===== config.mk =====
export PLATFORM = sky130hd
export DESIGN_NAME = counter_seek_ctrl
export DESIGN_NICKNAME = d
export VERILOG_FILES = /design/src/rtl/counter_ctrl_pkg.sv /design/src/rtl/counter_seek_dir.sv /design/src/rtl/counter_seek_ctrl.sv
export SDC_FILE = /design/constraint.sdc
export NUM_CORES = 1
export LEC_CHECK = 0
export CAP_MARGIN = 20
export CORE_ASPECT_RATIO = 0.7
export CORE_MARGIN = 10
export CORE_UTILIZATION = 48
export DETAILED_ROUTE_END_ITERATION = 12
export PLACE_DENSITY_LB_ADDON = 0.12
export SETUP_SLACK_MARGIN = 0.2
export SYNTH_ARGS = -nofsm -noshare
export SYNTH_HDL_FRONTEND = slang
export SYNTH_HIERARCHICAL = 1
export SYNTH_SLANG_ARGS = --single-unit

===== constraint.sdc =====
create_clock -name clk -period 2.03 [get_ports clk]
set_input_delay 0.203 -clock clk [delete_from_list [all_inputs] [get_ports clk]]
set_output_delay 0.203 -clock clk [all_outputs]
set_load 0.02 [all_outputs]

===== src/rtl/counter_ctrl_pkg.sv =====
// rtl/counter_ctrl_pkg.sv - shared state type and seek-planning helper for the counter seek sequencer
package counter_ctrl_pkg;

    localparam int CNT_WIDTH = 4;
    localparam logic [CNT_WIDTH-1:0] HALF = CNT_WIDTH'(2**(CNT_WIDTH-1));

    typedef enum logic [1:0] {
        IDLE  = 2'd0,
        SEEK  = 2'd1,
        ZERO  = 2'd2,
        CHECK = 2'd3
    } seek_state_t;

    // Shortest modular path: returns {dir, dist}, dir=1 means count up; a half-turn tie goes up.
    function automatic logic [CNT_WIDTH:0] seek_plan(input logic [CNT_WIDTH-1:0] count,
                                                     input logic [CNT_WIDTH-1:0] target);
        logic [CNT_WIDTH-1:0] d;
        d = target - count;
        if (d <= HALF) return {1'b1, d};
        else           return {1'b0, CNT_WIDTH'(-d)};
    endfunction

endpackage


===== src/rtl/counter_seek_dir.sv =====
// rtl/counter_seek_dir.sv - combinational seek direction/distance; COUNTER_SEEK_NO_WRAP_EN forbids crossing the wrap boundary
module counter_seek_dir
    import counter_ctrl_pkg::*;
#(
    parameter int WIDTH = CNT_WIDTH
) (
    input  logic [WIDTH-1:0] count_in,
    input  logic [WIDTH-1:0] cmd_target,
    output logic             o_dir,
    output logic [WIDTH-1:0] o_dist
);

`ifdef COUNTER_SEEK_NO_WRAP_EN
    always_comb begin
        o_dir  = 1'b0;
        o_dist = count_in - cmd_target;
        if (cmd_target > count_in) begin
            o_dir  = 1'b1;
            o_dist = cmd_target - count_in;
        end
    end
`else
    localparam logic [WIDTH-1:0] W_HALF = WIDTH'(2**(WIDTH-1));
    logic [WIDTH-1:0] w_diff;

    assign w_diff = cmd_target - count_in;

    always_comb begin
        o_dir  = 1'b1;
        o_dist = w_diff;
        if (w_diff > W_HALF) begin
            o_dir  = 1'b0;
            o_dist = WIDTH'(-w_diff);
        end
    end
`endif

endmodule


===== src/rtl/counter_seek_ctrl.sv =====
// rtl/counter_seek_ctrl.sv - seek/zero sequencer driving one up/down counter; COUNTER_SEEK_NO_WRAP_EN selects non-wrapping seeks
module counter_seek_ctrl
    import counter_ctrl_pkg::*;
#(
    parameter int WIDTH = CNT_WIDTH
) (
    input  logic             clk,
    input  logic             rst,
    input  logic             cmd_valid,
    output logic             cmd_ready,
    input  logic             cmd_zero,
    input  logic [WIDTH-1:0] cmd_target,
    input  logic [WIDTH-1:0] count_in,
    output logic             cnt_enable,
    output logic             cnt_up_down,
    output logic             cnt_rst,
    output logic             busy,
    output logic             done,
    output logic             err
);

    seek_state_t      r_state;
    logic [WIDTH-1:0] r_target;
    logic [WIDTH-1:0] r_dist;
    logic             r_dir;
    logic             r_cnt_enable;
    logic             r_cnt_up_down;
    logic             r_cnt_rst;
    logic             r_busy;
    logic             r_done;
    logic             w_dir;
    logic [WIDTH-1:0] w_dist;

    counter_seek_dir #(.WIDTH(WIDTH)) u_dir (
        .count_in   (count_in),
        .cmd_target (cmd_target),
        .o_dir      (w_dir),
        .o_dist     (w_dist)
    );

    assign cmd_ready = (r_state == IDLE) && !rst;

    // Outputs are registered alongside the state they belong to, so each flop matches the state being entered.
    always_ff @(posedge clk) begin
        if (rst) begin
            r_state       <= IDLE;
            r_target      <= '0;
            r_dist        <= '0;
            r_dir         <= 1'b0;
            r_cnt_enable  <= 1'b0;
            r_cnt_up_down <= 1'b1;
            r_cnt_rst     <= 1'b0;
            r_busy        <= 1'b0;
            r_done        <= 1'b0;
        end else begin
            r_cnt_enable  <= 1'b0;
            r_cnt_up_down <= 1'b1;
            r_cnt_rst     <= 1'b0;
            r_done        <= 1'b0;
            case (r_state)
                IDLE: begin
                    if (cmd_valid && cmd_ready) begin
                        r_busy <= 1'b1;
                        if (cmd_zero) begin
                            r_target  <= '0;
                            r_cnt_rst <= 1'b1;
                            r_state   <= ZERO;
                        end else begin
                            r_target <= cmd_target;
                            r_dist   <= w_dist;
                            r_dir    <= w_dir;
                            if (w_dist == '0) begin
                                r_done  <= 1'b1;
                                r_state <= CHECK;
                            end else begin
                                r_cnt_enable  <= 1'b1;
                                r_cnt_up_down <= w_dir;
                                r_state       <= SEEK;
                            end
                        end
                    end
                end
                SEEK: begin
                    r_dist <= r_dist - WIDTH'(1);
                    if (r_dist == WIDTH'(1)) begin
                        r_done  <= 1'b1;
                        r_state <= CHECK;
                    end else begin
                        r_cnt_enable  <= 1'b1;
                        r_cnt_up_down <= r_dir;
                    end
                end
                ZERO: begin
                    r_done  <= 1'b1;
                    r_state <= CHECK;
                end
                CHECK: begin
                    r_busy  <= 1'b0;
                    r_state <= IDLE;
                end
                default: r_state <= IDLE;
            endcase
        end
    end

    assign cnt_enable  = r_cnt_enable;
    assign cnt_up_down = r_cnt_up_down;
    assign cnt_rst     = r_cnt_rst;
    assign busy        = r_busy;
    assign done        = r_done;
    // The counter's last edge lands at CHECK entry, so the compare must use the live count.
    assign err         = r_done && (count_in != r_target);

endmodule

; ---- Yosys cells after proc, flatten, opt, wreduce, memory -nomap -nowiden
; Cells that the tools add are included.
[word_totals]
wordCells = 67
reg_bits = 16
out_inout_bits = 7
[op_classes]
magnitude_cmp = 1
n_eq_ne = 8
bitwise = 3
reduce_logical = 14
muxes = 29
add_sub_neg = 3
[ops]
columns = op, count
row1 = 4-bit two-way mux, 4
row2 = 1-bit two-way mux, 15
row3 = 2-bit two-way mux, 4
row4 = 2-bit case mux with 4 select lines, 1
row5 = 4-bit case mux with 2 select lines, 1
row6 = 1-bit case mux with 2 select lines, 3
row7 = 2-bit AND reduction, 3
row8 = 3-bit AND reduction, 2
row9 = 2-bit == test (second input constant), 2
row10 = 4-bit by 1-bit == test with 1-bit output (second input constant), 1
row11 = 4-bit greater-than comparator (second input constant), 1
row12 = 4-bit logical NOT, 1
row13 = 2-bit != test (second input constant), 2
row14 = 4-bit != test, 1
row15 = 4-bit negator, 1
row16 = 2-bit nonzero test, 2
row17 = 4-bit by 1-bit subtractor with 4-bit output (second input constant), 1
row18 = 4-bit subtractor, 1
row19 = 1-bit logical AND, 3
row20 = 1-bit inverter, 3
row21 = 1-bit case mux with 3 select lines, 1
row22 = 3-bit OR reduction, 1
row23 = 2-bit by 1-bit == test with 1-bit output (second input constant), 1
row24 = 2-bit logical NOT, 1
row25 = 2 further kinds, 2

; ---- Logic depth before layout (Yosys ltp)
[logic_depth]
ltp_word = 8
depth_mapped = 10
depth_no_buf = 10

; ---- Hierarchy
; Netlist, hierarchy kept.
[modules_own_cells]
columns = mod, area_each_um2, n_inst, cells_each, seq_area_each_um2
row1 = counter_seek_ctrl, 999.7, 1, 107, 320.3
row2 = counter_seek_dir, 200.2, 1, 25, 0.0

; ---- Worst setup path before layout
; OpenSTA, ideal clock, no wires.
[synth_timing]
path_kind = input -> register
from = input cmd_target[0]
to = register r_state[1]
setup_time_ps = 72
slack_ps = -109
arrival_ps = 2067
t_required_ps = 1958
path_stages = 10
n_path_buf = 0
cell_sequence = inv_1 > ha_1 > fa_1 > ha_1 > nand2b_1 > nand3_2 > mux2i_1 > nor4_2 > o221ai_1 > mux2i_1
[synth_via]
elab_chain_cells = 8
word_cells_on_any_way = 9
cone_classes = add/sub: 2 / order compare: 1 / mux: 5 / reduce/logical: 1
[synth_rtl]
columns = element, line_no
row1 = start: declaration, counter_seek_ctrl.sv:12  ; input logic [WIDTH-1:0] cmd_target,
row2 = 4-bit subtractor *, counter_seek_dir.sv:26  ; assign w_diff = cmd_target - count_in;
row3 = 4-bit negator or 4-bit greater-than comparator (tied branches), "counter_seek_dir.sv:33, counter_seek_dir.sv:31"
row4 = 4-bit two-way mux *, counter_seek_dir.sv:31  ; if (w_diff > W_HALF) begin
row5 = via w_dist[1], counter_seek_ctrl.sv:32  ; logic [WIDTH-1:0] w_dist;
row6 = 4-bit logical NOT *, counter_seek_ctrl.sv:72  ; if (w_dist == '0) begin
row7 = 2-bit two-way mux *, counter_seek_ctrl.sv:72
row8 = 2-bit two-way mux *, counter_seek_ctrl.sv:64  ; if (cmd_zero) begin
row9 = 2-bit two-way mux *, counter_seek_ctrl.sv:62  ; if (cmd_valid && cmd_ready) begin
row10 = 2-bit case mux with 4 select lines *, counter_seek_ctrl.sv:60  ; case (r_state)
row11 = end signal: assignment, counter_seek_ctrl.sv:67  ; r_state <= ZERO;
row12 = end signal: assignment, counter_seek_ctrl.sv:74  ; r_state <= CHECK;
row13 = end signal: assignment, counter_seek_ctrl.sv:78  ; r_state <= SEEK;
row14 = end: declaration, counter_seek_ctrl.sv:22  ; seek_state_t r_state;
; The timed path passes the listed nets; every way through them passes the cells marked *. The select of a mux whose other input is x is not followed.
; A chain may end at the register's enable or synchronous reset.

; ---- Worst setup path after layout
[layout_timing]
from = input cmd_target[0]
to = register r_cnt_enable, in the netlist cnt_enable
[layout_via]
elab_chain_cells = 8
word_cells_on_any_way = 9
cone_classes = add/sub: 2 / order compare: 1 / mux: 5 / reduce/logical: 1
[layout_rtl]
columns = element, line_no
row1 = 4-bit subtractor *, counter_seek_dir.sv:26
row2 = 4-bit negator or 4-bit greater-than comparator (tied branches), "counter_seek_dir.sv:33, counter_seek_dir.sv:31"
row3 = 4-bit two-way mux *, counter_seek_dir.sv:31
row4 = via w_dist[1], counter_seek_ctrl.sv:32
row5 = 4-bit logical NOT *, counter_seek_ctrl.sv:72
row6 = 1-bit two-way mux *, counter_seek_ctrl.sv:72
row7 = 1-bit two-way mux *, counter_seek_ctrl.sv:64
row8 = 1-bit two-way mux *, counter_seek_ctrl.sv:62
row9 = 1-bit case mux with 2 select lines *, counter_seek_ctrl.sv:60
row10 = end signal: assignment, counter_seek_ctrl.sv:56  ; r_cnt_enable <= 1'b0;
row11 = end signal: assignment, counter_seek_ctrl.sv:76  ; r_cnt_enable <= 1'b1;
row12 = end signal: assignment, counter_seek_ctrl.sv:89  ; r_cnt_enable <= 1'b1;
row13 = end: declaration, counter_seek_ctrl.sv:26  ; logic r_cnt_enable;
; The timed path passes the listed nets; every way through them passes the cells marked *.

==> results.json <==
{
  "synthArstFlopShare_pct": 0,
  "cp-end-kind": "flop",
  "io_buffer_count": 18,
  "routedWlPerCell_um": 14.7,
  "numClockSinks": 16,
  "final_common_cell": "buf_4",
  "fin_crit_sh_pct": 98.3,
  "hpwlAfterDp_mm": 2.38,
  "placed_area_um2": 1600,
  "synthFlopType": "dfxtp_1",
  "path_class": "in2reg",
  "ir_worst_vdd_v": 0.000801,
  "ant_nets": 0,
  "dp.cells": 202,
  "final_area_um2": 1780,
  "skew_ns": 0.00360,
  "start_util_pct": 49.6,
  "p_per_area_nw_per_um2": 934,
  "worst_pin_slew_ns": 0.462,
  "num_io_pins": 19,
  "hp-class": "in2reg",
  "crit_arrival_ns": 2.23,
  "cts-root-buf": "clkbuf_4",
  "grt-ovfl-total": 0,
  "required_ns": 2.26,
  "finalSetupViolCount": 0,
  "final-instance-count-excl-fill": 210,
  "cap_violations": 0,
  "hold_ws_ns": 0.315,
  "netlist_instances": 132,
  "gp_congestion": 0.865,
  "fmax_mhz": 501,
  "drc_errors": 0,
  "yosysWarningCount": 6,
  "via_per_inst": 5.26,
  "avgSynthCellArea_um2": 9.09,
  "drive_gt1_share_pct": 38.6,
  "die_x_um": 79.8,
  "cp_max_fo": 4,
  "top_layer_used": "met4",
  "synthDistinctLibCells": 49,
  "area_delta_synth_final_pct": 48.2,
  "antenna_found_initial": 0,
  "layout_common_cells": "buf_4 (26), dfxtp_1 (14), nand2_1 (12), inv_1 (10), a21oi_1 (10)",
  "power_mw": 1.66,
  "min_period_ns": 2.00,
  "cts_buffer_depth": 2,
  "first_iter_violations": 39,
  "htree_levels": 1,
  "n_antenna_cell": 0,
  "netlist_area_um2": 1200,
  "syn-num-nets": 156,
  "grt_first_pass_wirelength_mm": 5.15,
  "grt_setup_unrepaired": "true",
  "ys_seq_elements": 16,
  "core_um2": 2420,
  "vias": 1105,
  "die_area_um2": 4930,
  "drt_pass1_iterations": 4,
  "met2_length_mm": 1.45,
  "wl_met1_mm": 1.49,
  "cp-start-kind": "input port",
  "hold_viol": 0,
  "yosysSeqAreaShare_pct": 26.7,
  "die_h_um": 61.8,
  "first_global_vias": 1096,
  "finalNetCount": 201,
  "track_usage_pct": 13.1,
  "drv_slew": 0,
  "finalWirelength_mm": 3.09,
  "synth_edf_count": 0,
  "status": "completed",
  "cts_tree": "done",
  "met3WireLength_um": 143,
  "grt_max_degree": 11,
  "leakagePower_nw": 0.756,
  "fillCellCount": 177,
  "slew_headroom_pct": 68.8,
  "cts-buffers-inserted": 3,
  "row_count": 15,
  "clk_latency_ns": 0.29,
  "clkTransAtPathRegs_ns": 0.10
}
repair_timing:
item | CTS | global route
setup buffers | 2 | 2
pin swaps | 13 | 11
endpoints found under the hold margin | 0 | 0
setup endpoints to repair | 10 | 7
hold buffers | 0 | 0
gates resized for setup | 42 | 15
critical path, stage by stage:
cell	delay, ns
buf_8	0.09
inv_8	0.03
ha_4	0.14
fa_2	0.56
ha_4	0.18
nand2b_4	0.06
nand3_4	0.07
mux2i_4	0.27
nor4_4	0.09
or3_4	0.39
a21oi_4	0.15
cell families after synthesis:
kind of cell,synth area share [%]
buffers and inverters,6.78
xor gates and xnor gates,5.11
and+or+nand+nor,26.5
adders and majority gates,13.1
muxes,2.61
AOI/OAI and AO/OA,19.2
DFF,26.7
synthesized netlist by cell type, drive strengths merged (2+ instances only):
cell    number  area, µm²
mux2i        2       20.0
a21oi       12       60.1
inv         13       48.8
nand2       13       51.3
o21ai        2       10.0
buf          4       28.8
nor2b        3       18.8
o22ai        2       18.8
dfxtp       16        320
nand4b       4       35.0
xnor2        3       26.3
a32o         2       20.0
o221ai       2       17.5
nor2         3       11.3
xor2         4       35.0
o31ai        2       15.0
or3          3       23.8
ha          11        138
nand2b       6       37.5
nand3        3       20.0
worst paths after layout:
path | startpoint | endpoint | slack, ns | cells past startpoint
worst max-delay path | cmd_target[0] | cnt_enable | 0.03 | 11
worst min-delay path | cmd_target[1] | r_target[1] | 0.32 | 4
worst min register to register | r_dir | r_dir | 0.47 | 2
worst max register to register | r_state[0] | r_dist[3] | 0.34 | 6
flip-flops by register name, indices dropped and copies added (netlist names):
| signal | flops |
|---|---|
| r_dist | 4 |
| r_target | 4 |
| r_state | 2 |
| busy | 1 |
| cnt_enable | 1 |
| cnt_rst | 1 |
| cnt_up_down | 1 |
| done | 1 |
| r_dir | 1 |
metal layers:
layer / up-vias / GRT usage (%)
met4: 0 / 1.50
met2: 24 / 23.0
met5: - / 0
met3: 3 / 3.88
met1: 514 / 16.1
li1: 564 / -
stage by stage:
| stage | setup slack, ns | setup TNS, ns | utilization [%] |
|---|---|---|---|
| 3_5_place_dp | -0.793 | -5.22 | 66.0 |
| 3_3_place_gp | -0.734 | -4.80 | 66.0 |
| 4_1_cts | 0.0747 | 0 | 71.6 |
| 6_report | 0.0337 | 0 | 73.4 |
| 5_1_grt | -0.00567 | -0.00567 | 73.4 |
| 2_1_floorplan | -0.0467 | -0.0799 | - |
where the power goes:
group	leakage [nW]	total (mW)	switching (mW)	internal, mW
sequential	0.131	0.433	0.0489	0.384
combinational	0.603	1.01	0.513	0.499
clock	0.0210	0.216	0.106	0.109
total	0.756	1.66	0.668	0.993
cell type report:
type / instances / area, µm² / share of cell area (%)
tap: 34 / 42.5 / 2.39
timing repair buffer: 45 / 374 / 21.0
sequential: 16 / 323 / 18.2
clock buffer: 4 / 36.3 / 2.04
multi-input combinational: 98 / 946 / 53.2
inverter: 13 / 56.3 / 3.17
Note: power is estimated with default switching activity, not from simulation.
==> RTL change (same flow settings) <==
The option `COUNTER_SEEK_NO_WRAP_EN` is turned on by a define.
--- a/src/rtl/counter_seek_dir.sv
+++ b/src/rtl/counter_seek_dir.sv
@@ -1,4 +1,6 @@
 // rtl/counter_seek_dir.sv - combinational seek direction/distance; COUNTER_SEEK_NO_WRAP_EN forbids crossing the wrap boundary
+`define COUNTER_SEEK_NO_WRAP_EN
+
 module counter_seek_dir
     import counter_ctrl_pkg::*;
 #(
Function: changed (a bounded check fails within 4 cycles, from zero or initial values and one cycle with rst high).
==> RTL change against the unedited design <==
Synthesized cell count rose by 11%; power rose by 7.0%; sequential share of layout area fell by 1.2 points; setup slack got worse by 0.029 ns; wire length rose by 25%; first-iteration DRC count rose by 90%; combinational power rose by 4%; non-clock buffer count rose by 2; cell area rose by 6.2%; synthesized area rose by 8.9%; core utilization rose by 1.1 points; sequential cell count did not move; critical endpoint unchanged.
==> RTL change: results (changes against the unedited design) <==
initial antenna violation count=0 (unchanged); Post-CTS Resized=51 (+21%); clock latency at the later pin of the worst-skew pair=0.25 ns (-0.04 ns); DR WL met3=258 um (+80%); first-pass GRT wire length=6180 um (+20%); post-synth top area share=24.5% (-2.2 points); met2 wire len=1940 um (+34%); highest metal used=met4; GRT Total Usage=14.8% (+1.7 points); top cells by area, synth=dfxtp_1 25%, ha_1 13%, a21oi_1 5.4%, nand2_1 4.6%, inv_1 4.3%; Root Driver=clkbuf_8; CTS clk-pin slew, worst paths=0.06 ns (-0.04 ns); fin nets=220 (+9.5%); Post-Route WL=3880 um (+25%); Worst IR Drop VDD=1.06 mV (+33%); Final GP Congestion=0.816 (-5.7%); PortBufs=18 (unchanged); GR Layer Usage met3=5.38% (+1.5 points); largest net degree at the start of global routing=15 (+4); worst slew pin tran=0.433 ns (-0.0298 ns); share of layout cells above drive strength 1=38.2% (-0.42 points); status=complete, no violations; gate count of the mapped netlist=146 (+11%); share of the yosys chip area belonging to registers=24.5% (-2.2 points); DP HPWL=2900 um (+22%); Worst Clk Skew=0.00548 ns (+0.00188 ns); Mapped Nets=174 (+12%); top post-synthesis cells by count=16 x dfxtp_1, 16 x nand2_1, 15 x inv_1, 14 x a21oi_1, 14 x ha_1; wl on met1=1620 um (+8.7%); vias in the first global route=1335 (+22%); post-synth cell types=48 (-2.0%); P_leak=0.796 nW (+5.2%); GR Layer Usage met1=17.1% (+0.99 points); synthesis warning total=6 (unchanged); Max Fanout on Critical Path=4 (unchanged)
-- RTL change: kinds of logic after synthesis --
group	Yosys count	share of synthesized area [%]
and+or+nand+nor	49	24.1
AOI/OAI and AO/OA	34	20.5
buffers and inverters	22	7.95
adders and majority gates	16	16.5
DFF	16	24.5
xor gates and xnor gates	6	4.02
muxes	3	2.39
-- RTL change: per-stage QoR --
stage | worst slack (ns) | cell area (um2) | power (mW)
floorplan | 0.0943 | 1360 | 1.03
global placement | -0.708 | 1710 | 1.30
detailed placement | -0.877 | 1710 | 1.35
CTS | -0.0341 | 1830 | 1.69
global route | -0.0856 | 1890 | 1.88
finish | 0.00487 | 1890 | 1.78
-- RTL change: area by class of cell --
type	instances	area [um2]	share of cell area, %
Multi-Input combinational cell	108	1010	53.5
Timing Repair Buffer	47	388	20.5
Sequential cell	16	320	17.0
Inverter	16	72.6	3.84
Clock buffer	4	55.1	2.92
Tap cell	34	42.5	2.25
-- RTL change: worst paths after layout --
path / from / end / slack [ns] / depth (start not counted)
setup / recovery: cmd_target[0] / cnt_enable / 0.005 / 12
hold / removal: cmd_target[3] / r_target[3] / 0.28 / 3
setup reg to reg: r_state[0] / r_dist[3] / 0.26 / 6
hold reg to reg: r_target[2] / r_target[2] / 0.46 / 2
-- RTL change: critical path: stages --
cell	delay, ns
buf_12	0.09
inv_12	0.03
ha_4	0.14
inv_2	0.05
fa_2	0.24
nand2_2	0.07
a211oi_4	0.29
mux2i_1	0.32
xnor2_2	0.18
nor4_4	0.08
or3_1	0.39
a21oi_2	0.12
-- RTL change: report_power, final --
group          total, mW  switching, mW  internal, mW
Combinational       1.05          0.547         0.502
Sequential         0.437         0.0512         0.385
Clock              0.291          0.119         0.172
